## config.mk

```make
export PLATFORM = sky130hd
export DESIGN_NAME = intr_ctrl
export DESIGN_NICKNAME = d
export VERILOG_FILES = /design/src/rtl/intr_pkg.sv /design/src/rtl/intr_prio_enc.sv /design/src/rtl/intr_ctrl.sv
export SDC_FILE = /design/constraint.sdc
export NUM_CORES = 1
export LEC_CHECK = 0
export ABC_AREA = 0
export CORE_MARGIN = 4
export CORE_UTILIZATION = 27
export CTS_CLUSTER_DIAMETER = 120
export DETAILED_ROUTE_END_ITERATION = 7
export GPL_ROUTABILITY_DRIVEN = 0
export GPL_TIMING_DRIVEN = 0
export PLACE_DENSITY = 0.68
export REMOVE_ABC_BUFFERS = 1
export SYNTH_ARGS = -nofsm -noshare
export SYNTH_HDL_FRONTEND = slang
export SYNTH_SLANG_ARGS = --single-unit
```

## constraint.sdc

```tcl
create_clock -name clk -period 2 [get_ports clk]
set_input_delay 0.3 -clock clk [delete_from_list [all_inputs] [get_ports clk]]
set_output_delay 0.3 -clock clk [all_outputs]
set_load 0.03 [all_outputs]
```

## src/rtl/intr_pkg.sv

```systemverilog
// rtl/intr_pkg.sv - shared types and register map for the interrupt controller
package intr_pkg;
  typedef enum logic [1:0] {IDLE, REQ, SERV} state_t;

  localparam logic [1:0] A_MASK = 2'd0;
  localparam logic [1:0] A_PEND = 2'd1;
  localparam logic [1:0] A_ISR  = 2'd2;
  localparam logic [1:0] A_EOI  = 2'd3;
endpackage

```

## src/rtl/intr_prio_enc.sv

```systemverilog
// rtl/intr_prio_enc.sv - lowest-index-first priority encoder with valid flag
module intr_prio_enc #(
  parameter int N = 8,
  parameter int W = 3
) (
  input  logic [N-1:0] req,
  output logic [W-1:0] idx,
  output logic         valid
);
  // Scan from the top so the lowest set index is the last one written.
  always_comb begin
    idx   = '0;
    valid = 1'b0;
    for (int i = N - 1; i >= 0; i--) begin
      if (req[i]) begin
        idx   = W'(i);
        valid = 1'b1;
      end
    end
  end
endmodule

```

## src/rtl/intr_ctrl.sv

```systemverilog
// rtl/intr_ctrl.sv - interrupt controller, request side of intr/inta; INTR_NEST_EN enables nesting
module intr_ctrl
  import intr_pkg::*;
#(
  parameter int          NSRC     = 8,
  parameter int          IDW      = 3,
  parameter logic [31:0] VEC_BASE = 32'h0000_0008
) (
  input  logic            clk,
  input  logic            clr,
  input  logic [NSRC-1:0] irq,
  output logic            intr,
  input  logic            inta,
  output logic [IDW-1:0]  id,
  output logic [31:0]     vector,
  input  logic            we,
  input  logic [1:0]      addr,
  input  logic [31:0]     wdata,
  output logic [31:0]     rdata
);
  state_t          state, state_nx;
  logic [NSRC-1:0] irq_q, pending, mask, isr;
  logic [NSRC-1:0] eligible, rise, id_onehot, pend_clr;
  logic            win_valid, raise, ack, eoi_wr;

  assign rise      = irq & ~irq_q;
  assign eligible  = pending & ~mask;
  assign id_onehot = {{(NSRC-1){1'b0}}, 1'b1} << id;
  assign eoi_wr    = we && (addr == A_EOI);
  assign intr      = (state == REQ);
  assign vector    = VEC_BASE + (32'(id) << 2);

  intr_prio_enc #(.N(NSRC), .W(IDW)) u_arb (
    .req   (eligible),
    .idx   (id),
    .valid (win_valid)
  );

`ifdef INTR_NEST_EN
  logic [IDW-1:0]  isr_top;
  logic            isr_valid;
  logic [NSRC-1:0] isr_nx;

  intr_prio_enc #(.N(NSRC), .W(IDW)) u_lvl (
    .req   (isr),
    .idx   (isr_top),
    .valid (isr_valid)
  );

  // Only a strictly higher-priority winner may preempt the active level.
  assign raise = win_valid && (!isr_valid || (id < isr_top));

  always_comb begin
    isr_nx = isr;
    if (eoi_wr) isr_nx = isr_nx & ~({{(NSRC-1){1'b0}}, 1'b1} << isr_top);
    if (ack)    isr_nx = isr_nx | id_onehot;
  end
`else
  assign raise = win_valid;
`endif

  always_comb begin
    state_nx = state;
    ack      = 1'b0;
    case (state)
      IDLE: if (raise) state_nx = REQ;
      REQ: begin
        if (inta && raise) begin
          ack = 1'b1;
`ifdef INTR_NEST_EN
          state_nx = IDLE;
`else
          state_nx = SERV;
`endif
        end else if (!raise) begin
          state_nx = IDLE;
        end
      end
      SERV:    if (eoi_wr) state_nx = IDLE;
      default: state_nx = IDLE;
    endcase
  end

  // Set of a pending bit wins over a same-cycle clear.
  assign pend_clr = ((we && (addr == A_PEND)) ? wdata[NSRC-1:0] : '0)
                  | (ack ? id_onehot : '0);

  always_ff @(posedge clk or posedge clr) begin
    if (clr) begin
      state   <= IDLE;
      irq_q   <= '0;
      pending <= '0;
      mask    <= '1;
      isr     <= '0;
    end else begin
      state   <= state_nx;
      irq_q   <= irq;
      pending <= (pending & ~pend_clr) | rise;
      if (we && (addr == A_MASK)) mask <= wdata[NSRC-1:0];
`ifdef INTR_NEST_EN
      isr <= isr_nx;
`else
      if (ack)         isr <= id_onehot;
      else if (eoi_wr) isr <= '0;
`endif
    end
  end

  always_comb begin
    rdata = '0;
    case (addr)
      A_MASK:  rdata[NSRC-1:0] = mask;
      A_PEND:  rdata[NSRC-1:0] = pending;
      A_ISR:   rdata[NSRC-1:0] = isr;
      default: rdata = '0;
    endcase
  end

  generate
    if (NSRC < 32) begin : g_unused
      logic unused_wdata;
      assign unused_wdata = ^wdata[31:NSRC];
    end
  endgenerate
endmodule

```

==> results of run 1 <==
through the flow:
step | worst slack, ps | area (µm²)
2_1_floorplan | -389 | 1890
3_3_place_gp | -1030 | 2380
3_5_place_dp | -1050 | 2380
4_1_cts | -137 | 2580
5_1_grt | -152 | 2630
6_report | -73.7 | 2630
cell usage in the layout, fill, tap and decap left out, types with 3 or more instances in the layout:
| cell | n |
|---|---|
| a32o_1 | 3 |
| buf_4 | 8 |
| buf_6 | 4 |
| clkbuf_8 | 5 |
| clkdlybuf4s50_1 | 20 |
| conb_1 | 52 |
| dfrtp_1 | 26 |
| dfstp_2 | 8 |
| dlygate4sd2_1 | 5 |
| inv_1 | 11 |
| mux2_2 | 7 |
| mux2i_1 | 8 |
| nand2_1 | 24 |
| nand2b_4 | 4 |
| nor2_1 | 4 |
| nor2b_1 | 4 |
| o211ai_1 | 3 |
| o21ai_0 | 15 |
final cells by class:
cell class	instances	area (µm²)
Clock buffer	7	76.3
Clock inverter	1	30.0
Fill cell	755	4780
Inverter	13	48.8
Multi-Input combinational cell	166	1090
Sequential cell	34	861
Tap cell	99	124
Timing Repair Buffer	44	402
sequential cells by signal (all words and copies together) (netlist names):
name     count
isr          8
pending      8
irq_q        8
mask         8
state        2
per-layer routing:
layer  vias up  GRT usage [%]  wire length (µm)
met5         -              0                 0
li1        728              -                 -
met4         0           3.62                66
met1       742           13.5              2050
met2        85           18.5              2520
met3         8           2.79               451
path summary, 6_finish.rpt:
| check | end | slack, ps | cells after the start | start |
|---|---|---|---|---|
| setup reg to reg | state[1] | 170 | 5 | mask[7] |
| hold / removal | pending[2] | 420 | 1 | irq_q[2] |
| setup / recovery | vector[4] | -70 | 5 | mask[7] |
| min in group asynchronous | isr[6] | 440 | 2 | clr |
| max in group asynchronous | pending[5] | 1100 | 2 | clr |
| hold reg to reg | pending[2] | 420 | 1 | irq_q[2] |
timing repair:
action,CTS,global route
pin swaps,7,3
setup buffers,5,2
gates resized for setup,71,17
setup endpoints to repair,25,10
power by group through the flow:
stage          clock network, W  logic (W)  registers (W)
2_1_floorplan                 0   0.000770       0.000934
3_3_place_gp                  0    0.00110       0.000956
3_5_place_dp                  0    0.00112       0.000963
4_1_cts                0.000631    0.00120       0.000962
5_1_grt                0.000660    0.00134       0.000989
6_report               0.000612    0.00125       0.000971
kinds of logic (layout without fill, tap and decap cells):
family / count (synthesis) / in the layout / share of synthesized area, %
other cells: 1 / 52 / 0.178
flops: 34 / 34 / 40.8
mux: 15 / 15 / 7.52
buf+inv: 70 / 65 / 21.9
simple gates: 56 / 56 / 14.2
compound gates: 42 / 42 / 14.9
fa+ha+maj: 1 / 1 / 0.592
==> impl_metrics.csv, run 1 <==
group,metric,value,unit
outcome,status,"finished, violations left",
outcome,violations,"negative setup slack",
routing,drc_errors,0,
power,intPower,0.00169,W
layout,syn_to_final_growth,24.5,%
die,die_width,96.4,µm
sta,hold_viol_final,0,
synthesis,ys_types,40,
synthesis,async_flop_share,100,%
routing,vias,1563,
synthesis,yosysMostFrequentCell,"buf_4",
sta,fin_skew,8.03,ps
synthesis,synth_top_area_share,30.8,%
power,pwr-share-seq,34.3,%
sta,layout_min_cycle_time,2070,ps
sta,setup_slack,-73.7,ps
power,power.share.clock,21.6,%
sta,clock.fmax,0.482,GHz
clocking,root_buffer,"clkbuf_8",
sta,slew_violations,0,
global_routing,grt_max_degree,35,
setup_path,worst_setup_path_start_kind,"flip-flop",
synthesis,yosys-top-cells-count,"buf_4 (53), dfrtp_1 (26), nand2_1 (26), o21ai_0 (15), inv_1 (13)",
routing,drt-pass1-iter-count,4,
power,p_switching,0.00114,W
setup_path,cp_slowest_cell,"dfstp_2",
clocking,h-tree-depth,2,
routing,drt_wl_total,5090,µm
global_routing,grtUsageTotal,10.9,%
synthesis,synth_top_cells_by_area,"dfrtp_1 (31%), buf_4 (19%), dfstp_2 (10%)",
synthesis,syn_area,2110,µm²
sta,max_slew_margin,43.5,%
setup_path,worstPathCellList,"nor2b_2 > a2111oi_4 > nor3_4 > ha_4 > buf_6",
placement,dp.cells,349,
power,power,0.00283,W
synthesis,ys.flop_type,"dfrtp_1",
power,p_sw_share,40.3,%
layout,utilization,35.5,%
layout,final_cell_count_no_fill,364,
routing,via_per_inst,4.29,
clocking,clkSinkCount,34,
routing,drtIter0Drc,141,
power,p_per_area,1080,nW/µm²
synthesis,yosysSeqAreaShare,40.8,%
sta,worst_pin_slew,843,ps
setup_path,arrival,1770,ps
clocking,cts_buffer_depth,2,
die,top_level_ports,114,
setup_path,cp_num_buf_inv,1,
global_routing,grt_overflow,0,
synthesis,synth_seq_cells,34,
synthesis,synth_edf_count,0,
sta,min_period_over_period,104,%
power,comb_power_share,44.1,%
setup_path,endpoint_kind,"output port",
die,dieHeight,96.4,µm
global_routing,grt_pass1_vias,1522,
die,dieArea,9300,µm²
layout,drive_gt1_share,23.8,%
sta,rsz0062_at_grt,"true",
layout,fin_nets,311,
sta,setup_violations,1,
setup_path,worstSetupPathType,"reg2out",
clocking,tritoncts.num_buffers,5,
setup_path,crit_family,"flip-flops",
routing,wl_per_cell,14.0,µm
routing,postRouteAntennaNets,0,
setup_path,max_stage_delay,540,ps
sta,tns,-73.7,ps
setup_path,crit_required,1700,ps
synthesis,yosys.area.top_type,"dfrtp_1",
power,leakagePower,1.19,nW
global_routing,grt_pass1_wl,7650,µm
die,rows,31,
global_routing,antenna_found_initial,0,
synthesis,syn_area_per_cell,9.64,µm²
clocking,clk_pin_slew,70,ps
synthesis,synthCells,219,
clocking,clock_latency,280,ps
clocking,cts_tree,"yes",
placement,dp.final_hpwl,3600,µm
layout,num_antenna_cells,0,
die,initial_core_util,28.5,%
setup_path,worst-path-max-fanout,2,
power,ir_drop,0.000346,V
synthesis,ys_warn_count,0,
hold_path,hold_class,"reg2reg",
clocking,ctsHoldBuffers,0,
placement,portBuffers,37,
die,core_area,7410,µm²
sta,whs,421,ps
job,cap_violations,0,
No activity file was read; power rests on OpenSTA's default activity.
==> run 2, diff against run 1 <==
--- a/config.mk
+++ b/config.mk
@@ -9,11 +9,11 @@
 export CORE_MARGIN = 4
 export CORE_UTILIZATION = 27
 export CTS_CLUSTER_DIAMETER = 120
+export CTS_CLUSTER_SIZE = 24
 export DETAILED_ROUTE_END_ITERATION = 7
 export GPL_ROUTABILITY_DRIVEN = 0
 export GPL_TIMING_DRIVEN = 0
 export PLACE_DENSITY = 0.68
-export REMOVE_ABC_BUFFERS = 1
 export SYNTH_ARGS = -nofsm -noshare
 export SYNTH_HDL_FRONTEND = slang
 export SYNTH_SLANG_ARGS = --single-unit
==> impl_metrics.csv, run 2 (synthesis gave the netlist of run 1 again) <==
group,metric,value,unit
outcome,status,"finished, violations left",
outcome,violations,"negative setup slack",
clocking,root_buffer,"clkbuf_8",
global_routing,grtUsageTotal,10.9,%
setup_path,endpoint_kind,"output port",
sta,hold_viol_final,0,
sta,setup_violations,4,
sta,tns,-301,ps
clocking,clock_latency,290,ps
die,rows,31,
job,cap_violations,0,
sta,rsz0062_at_grt,"true",
power,leakagePower,1.45,nW
routing,postRouteAntennaNets,0,
layout,nFillCells,727,
placement,portBuffers,37,
routing,drc_errors,0,
clocking,clkSinkCount,34,
placement,dpl_cell_area,2820,µm²
layout,fin_nets,367,
placement,dp.cells,406,
die,dieHeight,96.4,µm
sta,fin_skew,6.30,ps
routing,drt-pass1-iter-count,4,
clocking,tritoncts.num_buffers,5,
layout,final_cell_mix,"buf_4 (58), conb_1 (52), dfrtp_1 (26)",
layout,stdcell_area,2990,µm²
clocking,clk_pin_slew,70,ps
sta,max_slew_margin,41.9,%
layout,final_cell_count_no_fill,420,
global_routing,grt_overflow,0,
routing,via_per_inst,4.00,
setup_path,worst-path-max-fanout,3,
global_routing,grt_max_degree,35,
global_routing,antenna_found_initial,0,
setup_path,crit_required,1700,ps
sta,layout_min_cycle_time,2120,ps
die,top_level_ports,114,
power,p_per_area,946,nW/µm²
die,core_area,7410,µm²
die,die_width,96.4,µm
power,ir_drop,0.000522,V
clocking,cts_tree,"yes",
layout,syn_to_final_growth,41.4,%
sta,slew_violations,0,
hold_path,hold_class,"reg2reg",
routing,wl_per_cell,12.4,µm
layout,layout_commonest_cell,"buf_4",
placement,dp.final_hpwl,3910,µm
global_routing,grt_pass1_wl,7690,µm
routing,drtIter0Drc,135,
clocking,ctsHoldBuffers,0,
setup_path,worst_setup_path_start_kind,"flip-flop",
setup_path,worstSetupPathType,"reg2out",
sta,worst_pin_slew,867,ps
die,initial_core_util,28.5,%
sta,min_period_over_period,106,%
die,dieArea,9300,µm²
routing,vias,1680,
sta,clock.fmax,0.472,GHz
routing,drt_wl_total,5190,µm
layout,num_antenna_cells,0,
global_routing,grt_pass1_vias,1558,
power,power,0.00283,W
setup_path,arrival,1820,ps
layout,drive_gt1_share,37.7,%
clocking,cts_buffer_depth,2,
clocking,h-tree-depth,2,
sta,setup_slack,-118,ps
run 2: where the power goes:
group | switching, W | leakage (nW) | internal [W] | total (W)
combinational | 0.000791 | 1.01 | 0.000546 | 0.00134
sequential | 0.000118 | 0.390 | 0.000843 | 0.000961
clock | 0.000251 | 0.0472 | 0.000276 | 0.000527
run 2: path summary, 6_finish.rpt:
| kind | end | depth (start not counted) | from | slack (ps) |
|---|---|---|---|---|
| max in group asynchronous | pending[0] | 2 | clr | 1090 |
| hold / removal | pending[0] | 1 | irq_q[0] | 420 |
| min in group asynchronous | irq_q[2] | 2 | clr | 450 |
| hold reg to reg | pending[0] | 1 | irq_q[0] | 420 |
| setup / recovery | vector[4] | 5 | mask[5] | -120 |
| setup reg to reg | state[1] | 5 | mask[5] | 160 |
run 2: stage by stage:
step	worst slack [ps]	hold slack, ps	utilization [%]
global placement	-545	403	38.1
floorplan	72.3	331	-
finish	-118	420	40.3
detailed placement	-567	413	38.1
global route	-196	433	40.3
CTS	-121	422	40.6
run 2: layer usage:
metal | share of wire [%] | routed length (µm) | vias up | global-route usage [%]
li1 | - | - | 842 | -
met5 | 0 | 0 | - | 0
met2 | 52 | 2680 | 68 | 19.4
met4 | 0.71 | 37 | 0 | 3.50
met1 | 40 | 2060 | 766 | 12.7
met3 | 8.1 | 418 | 4 | 2.87
run 2: area by class of cell:
cell class	count	area [µm²]	share of cell area [%]
multi-input cells	166	1040	34.9
flip-flops and latches	34	861	28.8
plain buffers	57	425	14.2
repair buffers	43	389	13.0
well taps	99	124	4.15
clock buffers	6	82.6	2.76
inverters	13	48.8	1.63
clock inverters	2	12.5	0.419
run 2: worst max-delay path, cell delays in order, from the launching register on:
cell and delay (ps):
dfstp_2 560, nand2b_1 190, o211ai_1 160, a21oi_2 220, ha_1 270, buf_6 140
run 2: what timing repair did:
item,4_1_cts,5_1_grt
setup buffers,6,0
pin swaps,5,1
resized for setup,87,16
endpoints found under the setup margin,15,14
